[config.mk]
export PLATFORM = sky130hd
export DESIGN_NAME = fadsu_seq
export DESIGN_NICKNAME = d
export VERILOG_FILES = /design/src/rtl/fadsu_seq_pkg.sv /design/src/rtl/fadsu_seq_rr_arb2.sv /design/src/rtl/fadsu_seq.sv
export SDC_FILE = /design/constraint.sdc
export NUM_CORES = 1
export LEC_CHECK = 0
export ABC_AREA = 0
export ABC_CLOCK_PERIOD_IN_PS = 4900
export CAP_MARGIN = 20
export CORE_AREA = 5 5 129 131
export CTS_CLUSTER_SIZE = 8
export DETAILED_ROUTE_END_ITERATION = 10
export DIE_AREA = 0 0 134 136
export PLACE_DENSITY = 0.84
export SLEW_MARGIN = 25
export SYNTH_ARGS = -nofsm -noshare
export SYNTH_HDL_FRONTEND = slang
export SYNTH_SLANG_ARGS = --single-unit
[constraint.sdc]
create_clock -name i_ck -period 4.9 [get_ports i_ck]
set_clock_uncertainty 0.15 [all_clocks]
set_input_delay 0.735 -clock i_ck [delete_from_list [all_inputs] [get_ports i_ck]]
set_output_delay 0.735 -clock i_ck [all_outputs]
set_load 0.005 [all_outputs]
[src/rtl/fadsu_seq_pkg.sv]
// -----------------------------------------------------------------------------
// fadsu_seq_pkg
// Shared types, sizes and byte helpers for the fadsu_seq multi-byte add/sub
// sequencer and its round-robin arbiter.
//   state_t  : sequencer FSM states (IDLE, RUN, FIN)
//   NBYTES   : bytes per operand word
//   LEN_W    : width of the "byte count minus 1" field
//   WORD     : operand / result width in bits
//   BYTE_W   : width of one slice handled by the external cell
// -----------------------------------------------------------------------------
package fadsu_seq_pkg;

    localparam int NBYTES = 4;
    localparam int LEN_W  = 2;
    localparam int WORD   = 32;
    localparam int BYTE_W = 8;

    typedef enum logic [1:0] {
        ST_IDLE = 2'd0,
        ST_RUN  = 2'd1,
        ST_FIN  = 2'd2
    } state_t;

    // Extract byte idx (LSB first) from a word.
    function automatic logic [BYTE_W-1:0] get_byte(
        input logic [WORD-1:0]  word,
        input logic [LEN_W-1:0] idx
    );
        logic [4:0] lsb;
        lsb = {idx, 3'b000};
        return word[lsb +: BYTE_W];
    endfunction

    // Return word with byte idx replaced by b.
    function automatic logic [WORD-1:0] put_byte(
        input logic [WORD-1:0]   word,
        input logic [LEN_W-1:0]  idx,
        input logic [BYTE_W-1:0] b
    );
        logic [WORD-1:0] r;
        logic [4:0]      lsb;
        r   = word;
        lsb = {idx, 3'b000};
        r[lsb +: BYTE_W] = b;
        return r;
    endfunction

endpackage

[src/rtl/fadsu_seq_rr_arb2.sv]
// -----------------------------------------------------------------------------
// rr_arb2
// Two-way round-robin arbiter with a grant enable.
//   i_clk   : clock (rising edge)
//   i_rst   : synchronous active-high reset, pointer favours requester 0
//   i_en    : grants are only issued while high
//   i_req   : request vector, bit n = requester n
//   o_gnt   : one-hot (or zero) grant, combinational from i_req / i_en
// After any grant the pointer favours the other requester on the next tie.
// -----------------------------------------------------------------------------
module rr_arb2 (
    input  logic       i_clk,
    input  logic       i_rst,
    input  logic       i_en,
    input  logic [1:0] i_req,
    output logic [1:0] o_gnt
);

    // 1 = requester 1 wins a tie, 0 = requester 0 wins a tie
    logic r_ptr;

    // Grant selection: lone requester wins, ties go to the favoured side
    always_comb begin
        o_gnt = 2'b00;
        if (i_en) begin
            case (i_req)
                2'b01:   o_gnt = 2'b01;
                2'b10:   o_gnt = 2'b10;
                2'b11:   o_gnt = r_ptr ? 2'b10 : 2'b01;
                default: o_gnt = 2'b00;
            endcase
        end else begin
            o_gnt = 2'b00;
        end
    end

    // Tie pointer: flips to the loser of each issued grant
    always_ff @(posedge i_clk) begin
        if (i_rst) begin
            r_ptr <= 1'b0;
        end else if (o_gnt[0]) begin
            r_ptr <= 1'b1;
        end else if (o_gnt[1]) begin
            r_ptr <= 1'b0;
        end else begin
            r_ptr <= r_ptr;
        end
    end

endmodule

[src/rtl/fadsu_seq.sv]
// -----------------------------------------------------------------------------
// fadsu_seq
// Two-requester sequencer that performs a 1..4 byte add or subtract by
// stepping an external 8-bit add/sub cell one byte per cycle, LSB first,
// chaining the carry through a register.
//   i_ck, i_cd           : clock, synchronous active-high reset
//   i_reqN/i_conN/i_bciN : request (level), op (1=add), initial carry-in
//   i_lenN               : byte count minus 1
//   i_opaN, i_opbN       : 32-bit operands
//   o_gntN               : one-cycle accept pulse (only while IDLE)
//   o_add_a/b/bci/con    : drive to the cell (zero outside RUN)
//   i_add_s, i_add_bco   : combinational return from the cell
//   o_busy               : not IDLE
//   o_done, o_done_id    : one-cycle completion pulse in FIN, winner id
//   o_res, o_bco         : result word and final carry, held until next FIN
// Timing: grant in cycle T, RUN cycles T+1..T+1+LEN, FIN (DONE) at T+LEN+2.
// -----------------------------------------------------------------------------
module fadsu_seq
    import fadsu_seq_pkg::*;
(
    input  logic              i_ck,
    input  logic              i_cd,
    input  logic              i_req0,
    input  logic              i_con0,
    input  logic              i_bci0,
    input  logic [LEN_W-1:0]  i_len0,
    input  logic [WORD-1:0]   i_opa0,
    input  logic [WORD-1:0]   i_opb0,
    output logic              o_gnt0,
    input  logic              i_req1,
    input  logic              i_con1,
    input  logic              i_bci1,
    input  logic [LEN_W-1:0]  i_len1,
    input  logic [WORD-1:0]   i_opa1,
    input  logic [WORD-1:0]   i_opb1,
    output logic              o_gnt1,
    output logic [BYTE_W-1:0] o_add_a,
    output logic [BYTE_W-1:0] o_add_b,
    output logic              o_add_bci,
    output logic              o_add_con,
    input  logic [BYTE_W-1:0] i_add_s,
    input  logic              i_add_bco,
    output logic              o_busy,
    output logic              o_done,
    output logic              o_done_id,
    output logic [WORD-1:0]   o_res,
    output logic              o_bco
);

    state_t             r_state;
    state_t             w_next_state;
    logic [LEN_W-1:0]   r_idx;
    logic               r_con;
    logic               r_bci;
    logic [LEN_W-1:0]   r_len;
    logic [WORD-1:0]    r_opa;
    logic [WORD-1:0]    r_opb;
    logic               r_id;
    logic [WORD-1:0]    r_acc;
    logic               r_carry;
    logic [WORD-1:0]    r_res;
    logic               r_bco;
    logic               r_done_id;

    logic [1:0]         w_gnt;
    logic               w_arb_en;
    logic               w_last;
    logic [WORD-1:0]    w_acc_next;

    // Arbitration is held off during reset so no grant escapes an abort cycle.
    assign w_arb_en = (r_state == ST_IDLE) && !i_cd;

    rr_arb2 u_arb (
        .i_clk (i_ck),
        .i_rst (i_cd),
        .i_en  (w_arb_en),
        .i_req ({i_req1, i_req0}),
        .o_gnt (w_gnt)
    );

    assign o_gnt0     = w_gnt[0];
    assign o_gnt1     = w_gnt[1];
    assign w_last     = (r_idx == r_len);
    assign w_acc_next = put_byte(r_acc, r_idx, i_add_s);

    assign o_res      = r_res;
    assign o_bco      = r_bco;
    assign o_done_id  = r_done_id;

    // FSM state register
    always_ff @(posedge i_ck) begin
        if (i_cd) begin
            r_state <= ST_IDLE;
        end else begin
            r_state <= w_next_state;
        end
    end

    // FSM next-state and cell / status outputs
    always_comb begin
        w_next_state = r_state;
        o_add_a      = {BYTE_W{1'b0}};
        o_add_b      = {BYTE_W{1'b0}};
        o_add_bci    = 1'b0;
        o_add_con    = 1'b0;
        o_busy       = (r_state != ST_IDLE);
        // DONE is suppressed by a reset arriving in FIN itself
        o_done       = (r_state == ST_FIN) && !i_cd;

        case (r_state)
            ST_IDLE: begin
                if (w_gnt != 2'b00) begin
                    w_next_state = ST_RUN;
                end else begin
                    w_next_state = ST_IDLE;
                end
            end
            ST_RUN: begin
                o_add_a   = get_byte(r_opa, r_idx);
                o_add_b   = get_byte(r_opb, r_idx);
                o_add_con = r_con;
                // First byte takes the requester's carry-in, later bytes chain
                if (r_idx == {LEN_W{1'b0}}) begin
                    o_add_bci = r_bci;
                end else begin
                    o_add_bci = r_carry;
                end
                if (w_last) begin
                    w_next_state = ST_FIN;
                end else begin
                    w_next_state = ST_RUN;
                end
            end
            ST_FIN: begin
                w_next_state = ST_IDLE;
            end
            default: begin
                w_next_state = ST_IDLE;
            end
        endcase
    end

    // Datapath: latch winner at grant, accumulate bytes in RUN, publish on last byte
    always_ff @(posedge i_ck) begin
        if (i_cd) begin
            r_idx     <= {LEN_W{1'b0}};
            r_con     <= 1'b0;
            r_bci     <= 1'b0;
            r_len     <= {LEN_W{1'b0}};
            r_opa     <= {WORD{1'b0}};
            r_opb     <= {WORD{1'b0}};
            r_id      <= 1'b0;
            r_acc     <= {WORD{1'b0}};
            r_carry   <= 1'b0;
            r_res     <= {WORD{1'b0}};
            r_bco     <= 1'b0;
            r_done_id <= 1'b0;
        end else begin
            case (r_state)
                ST_IDLE: begin
                    if (w_gnt != 2'b00) begin
                        r_id    <= w_gnt[1];
                        r_con   <= w_gnt[1] ? i_con1 : i_con0;
                        r_bci   <= w_gnt[1] ? i_bci1 : i_bci0;
                        r_len   <= w_gnt[1] ? i_len1 : i_len0;
                        r_opa   <= w_gnt[1] ? i_opa1 : i_opa0;
                        r_opb   <= w_gnt[1] ? i_opb1 : i_opb0;
                        r_idx   <= {LEN_W{1'b0}};
                        r_carry <= 1'b0;
                        // Clearing the whole accumulator leaves bytes above LEN at zero
                        r_acc   <= {WORD{1'b0}};
                    end
                end
                ST_RUN: begin
                    r_acc   <= w_acc_next;
                    r_carry <= i_add_bco;
                    r_idx   <= r_idx + {{(LEN_W-1){1'b0}}, 1'b1};
                    // Visible result only changes here, so it stays stable between FINs
                    if (w_last) begin
                        r_res     <= w_acc_next;
                        r_bco     <= i_add_bco;
                        r_done_id <= r_id;
                    end
                end
                ST_FIN: begin
                    r_idx <= {LEN_W{1'b0}};
                end
                default: begin
                    r_idx <= {LEN_W{1'b0}};
                end
            endcase
        end
    end

endmodule

==> results of run 1 <==
==> worst register-to-register path, delay by kind of cell, from the launching register on <==
kind                     cells  cell delay, ns
buffers and inverters        1            0.30
flip-flops                   1            0.96
AO/OA/AOI/OAI                1            0.17
AND/OR/NAND/NOR              2            1.22
adder cells (fa/ha/maj)      1            0.56
==> metal layers <==
metal,GRT usage (%),up-vias,share of wire (%)
met3,7.14,52,9.6
met2,40.0,404,47
met5,0,-,0
met1,31.4,3442,40
li1,-,3316,-
met4,8.91,0,2.9
==> power by group <==
group / total, mW / switching, mW / leakage, nW / internal [mW]
registers: 1.27 / 0.0560 / 1.15 / 1.22
clock network: 1.44 / 0.495 / 0.320 / 0.942
logic: 0.571 / 0.306 / 1.73 / 0.265
total: 3.28 / 0.857 / 3.20 / 2.42
==> worst paths after layout <==
| path | end |
|---|---|
| min | r_acc[27]$_SDFFE_PP0P_ |
| max reg2reg | r_acc[19]$_SDFFE_PP0P_ |
| min reg2reg | r_acc[27]$_SDFFE_PP0P_ |
| max | o_add_a[1] |
==> flip-flops by register name, indices dropped and copies added, names as in the netlist <==
name and cells:
u_arb.r_ptr 1, r_carry 1, o_done_id 1, r_bci 1, r_len 2, r_state 2, o_bco 1, r_idx 2
o_res 32, r_opb 32, r_con 1, r_acc 32, r_id 1, r_opa 32
==> cell type report <==
cell class	count	area, sq um	area share (%)
clock buffers	21	470	4.89
well taps	192	240	2.50
clock inverters	10	185	1.92
repair buffers	218	2140	22.2
inverters	11	41.3	0.429
multi-input cells	526	3720	38.7
flip-flops and latches	141	2820	29.3
==> synth_stat cells, types with 3 or more instances <==
| library cell | count | area [sq um] |
|---|---|---|
| sky130_fd_sc_hd__a22o_1 | 13 | 114 |
| sky130_fd_sc_hd__mux2i_1 | 4 | 40.0 |
| sky130_fd_sc_hd__mux4_2 | 16 | 360 |
| sky130_fd_sc_hd__buf_6 | 4 | 45.0 |
| sky130_fd_sc_hd__nand2_1 | 10 | 37.5 |
| sky130_fd_sc_hd__dfxtp_1 | 141 | 2820 |
| sky130_fd_sc_hd__nor2_1 | 5 | 18.8 |
| sky130_fd_sc_hd__ha_1 | 5 | 62.6 |
| sky130_fd_sc_hd__o2bb2ai_1 | 18 | 158 |
| sky130_fd_sc_hd__and3b_1 | 6 | 52.6 |
| sky130_fd_sc_hd__nor3_1 | 3 | 15.0 |
| sky130_fd_sc_hd__a21oi_1 | 73 | 365 |
| sky130_fd_sc_hd__o311ai_0 | 32 | 280 |
| sky130_fd_sc_hd__a311oi_1 | 68 | 596 |
| sky130_fd_sc_hd__inv_1 | 10 | 37.5 |
| sky130_fd_sc_hd__buf_2 | 16 | 80.1 |
| sky130_fd_sc_hd__nand3_1 | 68 | 340 |
| sky130_fd_sc_hd__nor2b_1 | 23 | 144 |
| sky130_fd_sc_hd__clkbuf_1 | 71 | 267 |
| sky130_fd_sc_hd__o21ai_1 | 31 | 155 |
| sky130_fd_sc_hd__buf_4 | 7 | 52.6 |
| sky130_fd_sc_hd__o21ai_0 | 70 | 350 |
| sky130_fd_sc_hd__a31oi_1 | 18 | 113 |
| sky130_fd_sc_hd__nand2b_1 | 5 | 31.3 |
| sky130_fd_sc_hd__a32oi_1 | 12 | 105 |
| sky130_fd_sc_hd__and2_1 | 18 | 113 |
==> stage by stage <==
| step | worst slack, ns | hold slack (ns) |
|---|---|---|
| 2_1_floorplan | 2.34 | 0.275 |
| 3_3_place_gp | 1.60 | 0.286 |
| 3_5_place_dp | 1.57 | 0.290 |
| 4_1_cts | 1.11 | 0.307 |
| 5_1_grt | 0.993 | 0.320 |
| 6_report | 1.12 | 0.304 |
==> cell families after synthesis <==
logic type               count (synthesis)  synth area share (%)
buffers and inverters                  110                  6.99
AO/OA/AOI/OAI                          346                  33.3
XOR/XNOR                                 2                 0.250
multiplexers                            20                  5.72
flip-flops                             141                  40.3
AND/OR/NAND/NOR                        153                  12.5
adder cells (fa/ha/maj)                  5                 0.894
==> impl_metrics.prom, run 1 <==
# TYPE chip_impl_metric gauge
chip_impl_metric{name="route.vias.total",unit=""} 7214
chip_impl_metric{name="slew_hr",unit="%"} 28.6
chip_impl_info{name="beginning_of_the_worst_register_to_register_path",value="r_idx[0]$_SDFFE_PP0P_"} 1
chip_impl_metric{name="syn-mean-instance-area",unit="sq um"} 9.00
chip_impl_metric{name="layout.core_utilization",unit="%"} 62.1
chip_impl_metric{name="finalInstanceArea",unit="sq mm"} 0.00962
chip_impl_metric{name="cts_hold_repair.buffers",unit=""} 0
chip_impl_info{name="root_driver",value="sky130_fd_sc_hd__clkbuf_16"} 1
chip_impl_metric{name="n_antenna_cell",unit=""} 0
chip_impl_metric{name="synth_cells",unit=""} 777
chip_impl_metric{name="global_route.overflow_total",unit=""} 0
chip_impl_metric{name="fin_tns_setup",unit="ns"} 0
chip_impl_metric{name="pin_count_of_the_biggest_net_entering_global_routing",unit=""} 72
chip_impl_metric{name="portBuffers",unit=""} 204
chip_impl_metric{name="post_drt_wl_per_cell",unit="um"} 20.6
chip_impl_metric{name="nets",unit=""} 1069
chip_impl_metric{name="syn_area",unit="sq mm"} 0.00700
chip_impl_metric{name="setup_violations",unit=""} 0
chip_impl_metric{name="cts-htree-levels",unit=""} 4
chip_impl_metric{name="cts_sinks",unit=""} 141
chip_impl_metric{name="dieWidth",unit="um"} 134
chip_impl_metric{name="finalCriticalPeriod",unit="ns"} 3.78
chip_impl_metric{name="cts-resized-gates",unit=""} 0
chip_impl_metric{name="synth_cell_types",unit=""} 48
chip_impl_metric{name="via_count_of_the_first_global_routing_pass",unit=""} 6779
chip_impl_metric{name="place.detailed.instances",unit=""} 1088
chip_impl_metric{name="placement_rows",unit=""} 46
chip_impl_info{name="synth_top_flop_cell",value="sky130_fd_sc_hd__dfxtp_1"} 1
chip_impl_metric{name="post-dp-hpwl",unit="um"} 15500
chip_impl_metric{name="synth_edf_count",unit=""} 0
chip_impl_metric{name="hold_depth",unit=""} 1
chip_impl_metric{name="total_power",unit="mW"} 3.28
chip_impl_metric{name="powerDensity",unit="mW/mm^2"} 341
chip_impl_metric{name="worst_slew_pin_slew",unit="ns"} 1.07
chip_impl_metric{name="drt-pass1-iter-count",unit=""} 5
chip_impl_metric{name="postCtsSetupRepairBufs",unit=""} 0
chip_impl_metric{name="yosysWarnings",unit=""} 0
chip_impl_info{name="criticalPathCategory",value="reg2out"} 1
chip_impl_info{name="clock_tree_from_tritoncts",value="done"} 1
chip_impl_metric{name="routed_via_density",unit=""} 6.45
chip_impl_metric{name="worstSetupPathDepth",unit=""} 4
chip_impl_info{name="cp-startpoint",value="r_idx[0]$_SDFFE_PP0P_"} 1
chip_impl_metric{name="reg2reg_depth",unit=""} 5
chip_impl_info{name="rsz_0062_raised_after_global_routing",value="false"} 1
chip_impl_metric{name="crit_required",unit="ns"} 4.01
chip_impl_metric{name="cts_max_path_buffers",unit=""} 2
chip_impl_metric{name="critPathMaxStageDelay",unit="ns"} 0.96
chip_impl_metric{name="drc_errors",unit=""} 0
chip_impl_metric{name="area_growth",unit="%"} 37.5
chip_impl_info{name="worst_setup_path_end_kind",value="primary output"} 1
chip_impl_metric{name="cts_inserted_buffers",unit=""} 17
chip_impl_info{name="worst_hold_startpoint",value="r_acc[27]$_SDFFE_PP0P_"} 1
chip_impl_metric{name="leakagePower",unit="nW"} 3.20
chip_impl_metric{name="maxSlewViolCount",unit=""} 0
chip_impl_metric{name="post_cts_clock_slew_at_the_launch_and_capture_registers_of_the_worst_setup_and_hold_paths",unit="ns"} 0.06
chip_impl_metric{name="core_area",unit="sq mm"} 0.0155
chip_impl_metric{name="drt_iter0_markers",unit=""} 643
chip_impl_metric{name="synth-async-reset-ratio",unit="%"} 0
chip_impl_metric{name="fillerInstances",unit=""} 1270
chip_impl_metric{name="antenna_found_initial",unit=""} 0
chip_impl_metric{name="reg2reg_slack",unit="ns"} 1.50
chip_impl_info{name="crit_path_cell_trace",value="buf_4, mux4_2, and2_1, clkdlybuf4s50_1"} 1
chip_impl_metric{name="placed_cell_area",unit="sq mm"} 0.00896
chip_impl_info{name="slowest_stage",value="sky130_fd_sc_hd__dfxtp_1"} 1
chip_impl_metric{name="boundaryPins",unit=""} 205
chip_impl_metric{name="routed_wirelength",unit="um"} 23000
chip_impl_metric{name="critical_path_buf_inv_count",unit=""} 2
chip_impl_info{name="layout_commonest_cell",value="sky130_fd_sc_hd__clkdlybuf4s50_1"} 1
chip_impl_metric{name="max_cap_check_violation_count",unit=""} 0
chip_impl_metric{name="timing.fmax",unit="MHz"} 265
chip_impl_metric{name="post_synth_net_total",unit=""} 931
chip_impl_metric{name="track_usage",unit="%"} 24.7
chip_impl_metric{name="timing.critical_path.fanout_max",unit=""} 23
chip_impl_info{name="timing.hold.worst.class",value="reg2reg"} 1
chip_impl_info{name="worstSetupStartpointType",value="flip-flop"} 1
chip_impl_metric{name="grt_pass1_wl",unit="um"} 36000
chip_impl_metric{name="wp_data_arrival",unit="ns"} 2.89
chip_impl_metric{name="final_min_period_over_clock_period",unit="%"} 77.0
chip_impl_metric{name="fin_cells",unit=""} 1119
chip_impl_metric{name="timing_hold_violations_final",unit=""} 0
chip_impl_metric{name="design.die.area",unit="sq mm"} 0.0182
chip_impl_metric{name="synth-seq-cells",unit=""} 141
chip_impl_info{name="run_status",value="finished, final reports clean"} 1
chip_impl_metric{name="ant_nets_after_route",unit=""} 0
chip_impl_metric{name="worst_skew_pair.late_latency",unit="ns"} 0.42
chip_impl_metric{name="synth_sequential_area_ratio",unit="%"} 40.3
chip_impl_metric{name="place.gp.congestion",unit=""} 0.830
chip_impl_metric{name="die_h",unit="um"} 136
chip_impl_metric{name="initial_core_util",unit="%"} 45.2
chip_impl_metric{name="post_route_cells_drive_above_1_share",unit="%"} 8.41
chip_impl_metric{name="ir_worst_vdd",unit="uV"} 268
chip_impl_info{name="mostFrequentLayoutCells",value="202 x sky130_fd_sc_hd__clkdlybuf4s50_1, 141 x sky130_fd_sc_hd__dfxtp_1, 73 x sky130_fd_sc_hd__a21oi_1"} 1
chip_impl_info{name="timing.critical_path.max_delay_family",value="flip-flops"} 1
Note: power is estimated with default switching activity, not from simulation.
==> run 2: changes to the inputs <==
ABC_CLOCK_PERIOD_IN_PS = 3560   (was 4900)
clock period = 3.56 ns   (was 4.9 ns; I/O delays follow)
==> run 2 against run 1 <==
Against the previous run: routed wire length grew 1.0%; combinational power rose by 40%; register-to-register slack got worse by 0.63 ns; sequential cell count unchanged; core utilization hardly changed; sequential share of layout area is essentially flat; setup slack worse by 0.82 ns; sequential power increased by 37%; total power grew 32%; global-route usage up 0.46 points; final cell count is 0.71% higher; critical path type unchanged; largest power group unchanged.
==> impl_metrics.prom, run 2 (synthesis results as in run 1) <==
# TYPE chip_impl_metric gauge
chip_impl_metric{name="max_cap_check_violation_count",unit=""} 0
chip_impl_metric{name="worstSetupPathDepth",unit=""} 5
chip_impl_metric{name="n_antenna_cell",unit=""} 0
chip_impl_metric{name="routed_via_density",unit=""} 6.29
chip_impl_metric{name="place.detailed.instances",unit=""} 1095
chip_impl_info{name="layout_commonest_cell",value="sky130_fd_sc_hd__clkdlybuf4s50_1"} 1
chip_impl_metric{name="post-dp-hpwl",unit="um"} 15500
chip_impl_metric{name="combinationalPowerShare",unit="%"} 18.4
chip_impl_metric{name="cts_max_path_buffers",unit=""} 2
chip_impl_metric{name="power_report.internal_total",unit="mW"} 3.14
chip_impl_metric{name="fin_tns_setup",unit="ns"} 0
chip_impl_metric{name="reg2reg_slack",unit="ns"} 0.87
chip_impl_metric{name="worst_skew_pair.late_latency",unit="ns"} 0.42
chip_impl_info{name="beginning_of_the_worst_register_to_register_path",value="r_idx[1]$_SDFFE_PP0P_"} 1
chip_impl_info{name="run_status",value="finished, final reports clean"} 1
chip_impl_metric{name="boundaryPins",unit=""} 205
chip_impl_metric{name="seq_area",unit="sq mm"} 0.00282
chip_impl_info{name="worstSetupStartpointType",value="flip-flop"} 1
chip_impl_metric{name="postCtsSetupRepairBufs",unit=""} 0
chip_impl_metric{name="finalCriticalPeriod",unit="ns"} 3.26
chip_impl_metric{name="route.vias.total",unit=""} 7085
chip_impl_info{name="reg2reg_to",value="r_acc[1]$_SDFFE_PP0P_"} 1
chip_impl_metric{name="die_h",unit="um"} 136
chip_impl_metric{name="timing_hold_violations_final",unit=""} 0
chip_impl_metric{name="global_route.overflow_total",unit=""} 0
chip_impl_info{name="cp-startpoint",value="r_idx[1]$_SDFFE_PP0P_"} 1
chip_impl_metric{name="seq_power_share",unit="%"} 40.2
chip_impl_metric{name="post_drt_wl_per_cell",unit="um"} 20.6
chip_impl_info{name="worst_setup_path_end_kind",value="primary output"} 1
chip_impl_info{name="setup.worst_path.end",value="o_add_bci"} 1
chip_impl_metric{name="cts-resized-gates",unit=""} 0
chip_impl_metric{name="portion_of_total_power_attributed_to_the_clock_network",unit="%"} 41.4
chip_impl_metric{name="cts_hold_repair.buffers",unit=""} 0
chip_impl_metric{name="reg2reg_depth",unit=""} 5
chip_impl_info{name="clock_tree_from_tritoncts",value="done"} 1
chip_impl_metric{name="worst_slew_pin_slew",unit="ns"} 0.984
chip_impl_metric{name="setup_violations",unit=""} 0
chip_impl_info{name="timing.critical_path.max_delay_family",value="flip-flops"} 1
chip_impl_metric{name="total_power",unit="mW"} 4.34
chip_impl_metric{name="fillerInstances",unit=""} 1278
chip_impl_metric{name="slew_hr",unit="%"} 34.0
chip_impl_metric{name="powerDensity",unit="mW/mm^2"} 451
chip_impl_metric{name="design.die.area",unit="sq mm"} 0.0182
chip_impl_metric{name="crit_required",unit="ns"} 2.88
chip_impl_metric{name="drc_errors",unit=""} 0
chip_impl_metric{name="nets",unit=""} 1076
chip_impl_metric{name="post_cts_clock_slew_at_the_launch_and_capture_registers_of_the_worst_setup_and_hold_paths",unit="ns"} 0.06
chip_impl_metric{name="power.share.switching",unit="%"} 27.7
chip_impl_metric{name="drt-pass1-iter-count",unit=""} 6
chip_impl_metric{name="dieWidth",unit="um"} 134
chip_impl_metric{name="placement_rows",unit=""} 46
chip_impl_metric{name="final_min_period_over_clock_period",unit="%"} 91.5
chip_impl_metric{name="pin_count_of_the_biggest_net_entering_global_routing",unit=""} 72
chip_impl_metric{name="cts_inserted_buffers",unit=""} 17
chip_impl_info{name="root_driver",value="sky130_fd_sc_hd__clkbuf_16"} 1
chip_impl_metric{name="leakagePower",unit="nW"} 3.21
chip_impl_metric{name="multi_input_area",unit="sq mm"} 0.00372
chip_impl_metric{name="ir_worst_vdd",unit="uV"} 294
chip_impl_metric{name="track_usage",unit="%"} 25.1
chip_impl_info{name="timing.hold.worst.class",value="reg2reg"} 1
chip_impl_metric{name="portBuffers",unit=""} 204
chip_impl_metric{name="timing.fmax",unit="MHz"} 307
chip_impl_info{name="crit_path_cell_trace",value="inv_1, ha_1, mux2i_1, nor2_1, clkdlybuf4s50_1"} 1
chip_impl_metric{name="cts-htree-levels",unit=""} 4
chip_impl_info{name="criticalPathCategory",value="reg2out"} 1
chip_impl_metric{name="p_sw",unit="mW"} 1.20
chip_impl_info{name="rsz_0062_raised_after_global_routing",value="false"} 1
chip_impl_metric{name="core_area",unit="sq mm"} 0.0155
chip_impl_metric{name="critical_path_buf_inv_count",unit=""} 2
chip_impl_info{name="mostFrequentLayoutCells",value="202 x sky130_fd_sc_hd__clkdlybuf4s50_1, 141 x sky130_fd_sc_hd__dfxtp_1, 73 x sky130_fd_sc_hd__a21oi_1"} 1
chip_impl_metric{name="critPathMaxStageDelay",unit="ns"} 0.78
chip_impl_metric{name="ant_nets_after_route",unit=""} 0
chip_impl_metric{name="place.gp.congestion",unit=""} 0.818
chip_impl_metric{name="antenna_found_initial",unit=""} 1
chip_impl_metric{name="timing.critical_path.fanout_max",unit=""} 12
chip_impl_metric{name="cts_sinks",unit=""} 141
chip_impl_metric{name="drt_iter0_markers",unit=""} 532
chip_impl_metric{name="maxSlewViolCount",unit=""} 0
chip_impl_metric{name="initial_core_util",unit="%"} 45.2
chip_impl_metric{name="fin_cells",unit=""} 1127
chip_impl_metric{name="routed_wirelength",unit="um"} 23300
chip_impl_metric{name="post_route_cells_drive_above_1_share",unit="%"} 9.20
chip_impl_info{name="slowest_stage",value="sky130_fd_sc_hd__dfxtp_1"} 1
chip_impl_metric{name="grt_pass1_wl",unit="um"} 36900
chip_impl_metric{name="via_count_of_the_first_global_routing_pass",unit=""} 6898
chip_impl_metric{name="wp_data_arrival",unit="ns"} 2.57
chip_impl_metric{name="area_growth",unit="%"} 37.5
[run 2: changes by cell type in the layout (fill, tap and decap cells not counted)]
cell,change
sky130_fd_sc_hd__bufinv_16,-3
sky130_fd_sc_hd__inv_2,-1
sky130_fd_sc_hd__clkinv_4,+3
sky130_fd_sc_hd__clkinv_2,+1
sky130_fd_sc_hd__buf_4,+7
sky130_fd_sc_hd__clkinv_1,+1
sky130_fd_sc_hd__clkbuf_1,-1
sky130_fd_sc_hd__inv_6,+1
[run 2: cell type report]
cell class,instances,share of cell area (%)
clock inverter,12,1.40
inverter,11,0.429
multi-input combinational,526,38.7
sequential,141,29.3
clock buffer,20,4.85
timing repair buffer,225,22.8
tap,192,2.50
[run 2: per-layer routing]
layer	GRT usage [%]	wire length (um)
met4	7.54	448
met5	0	15
met2	41.9	11400
met1	30.7	9070
met3	8.77	2350
[run 2: through the flow]
step	area (sq um)	hold slack (ns)	util (%)	worst slack, ns
global placement	9020	0.287	58.2	0.771
finish	9620	0.306	62.1	0.302
detailed placement	9020	0.289	58.2	0.740
floorplan	7000	0.275	-	1.10
global route	9620	0.316	62.1	0.139
CTS	9620	0.307	62.1	0.277
[run 2: worst reg2reg max path: cells and delay by family, from the launching register on]
family	cells	cell delay, ns
fa+ha+maj	1	0.47
compound gates	2	0.44
flops	1	0.78
simple gates	1	0.57
buf+inv	1	0.21
[run 2: worst min-delay path by stage]
stage | startpoint | to | slack [ns] | cells past startpoint
2_1_floorplan | r_acc[0]$_SDFFE_PP0P_ | r_acc[0]$_SDFFE_PP0P_ | 0.27 | 1
3_3_place_gp | r_acc[9]$_SDFFE_PP0P_ | r_acc[9]$_SDFFE_PP0P_ | 0.29 | 1
3_5_place_dp | r_acc[27]$_SDFFE_PP0P_ | r_acc[27]$_SDFFE_PP0P_ | 0.29 | 1
4_1_cts | r_acc[14]$_SDFFE_PP0P_ | r_acc[14]$_SDFFE_PP0P_ | 0.31 | 1
5_1_grt | r_acc[27]$_SDFFE_PP0P_ | r_acc[27]$_SDFFE_PP0P_ | 0.32 | 1
6_report | r_acc[26]$_SDFFE_PP0P_ | r_acc[26]$_SDFFE_PP0P_ | 0.31 | 1
[run 2: power groups by stage]
stage	Combinational [mW]	Clock [mW]	Sequential [mW]
detailed placement	0.790	0	1.77
global route	0.868	1.88	1.75
floorplan	0.473	0	1.74
global placement	0.777	0	1.77
CTS	0.796	1.81	1.74
finish	0.800	1.79	1.74
==> run 3: changes to the inputs <==
CTS_CLUSTER_SIZE = not set   (was 8)
==> results of run 3 <==
No change in the layout: final DEF, timing and power equal those of run 2.
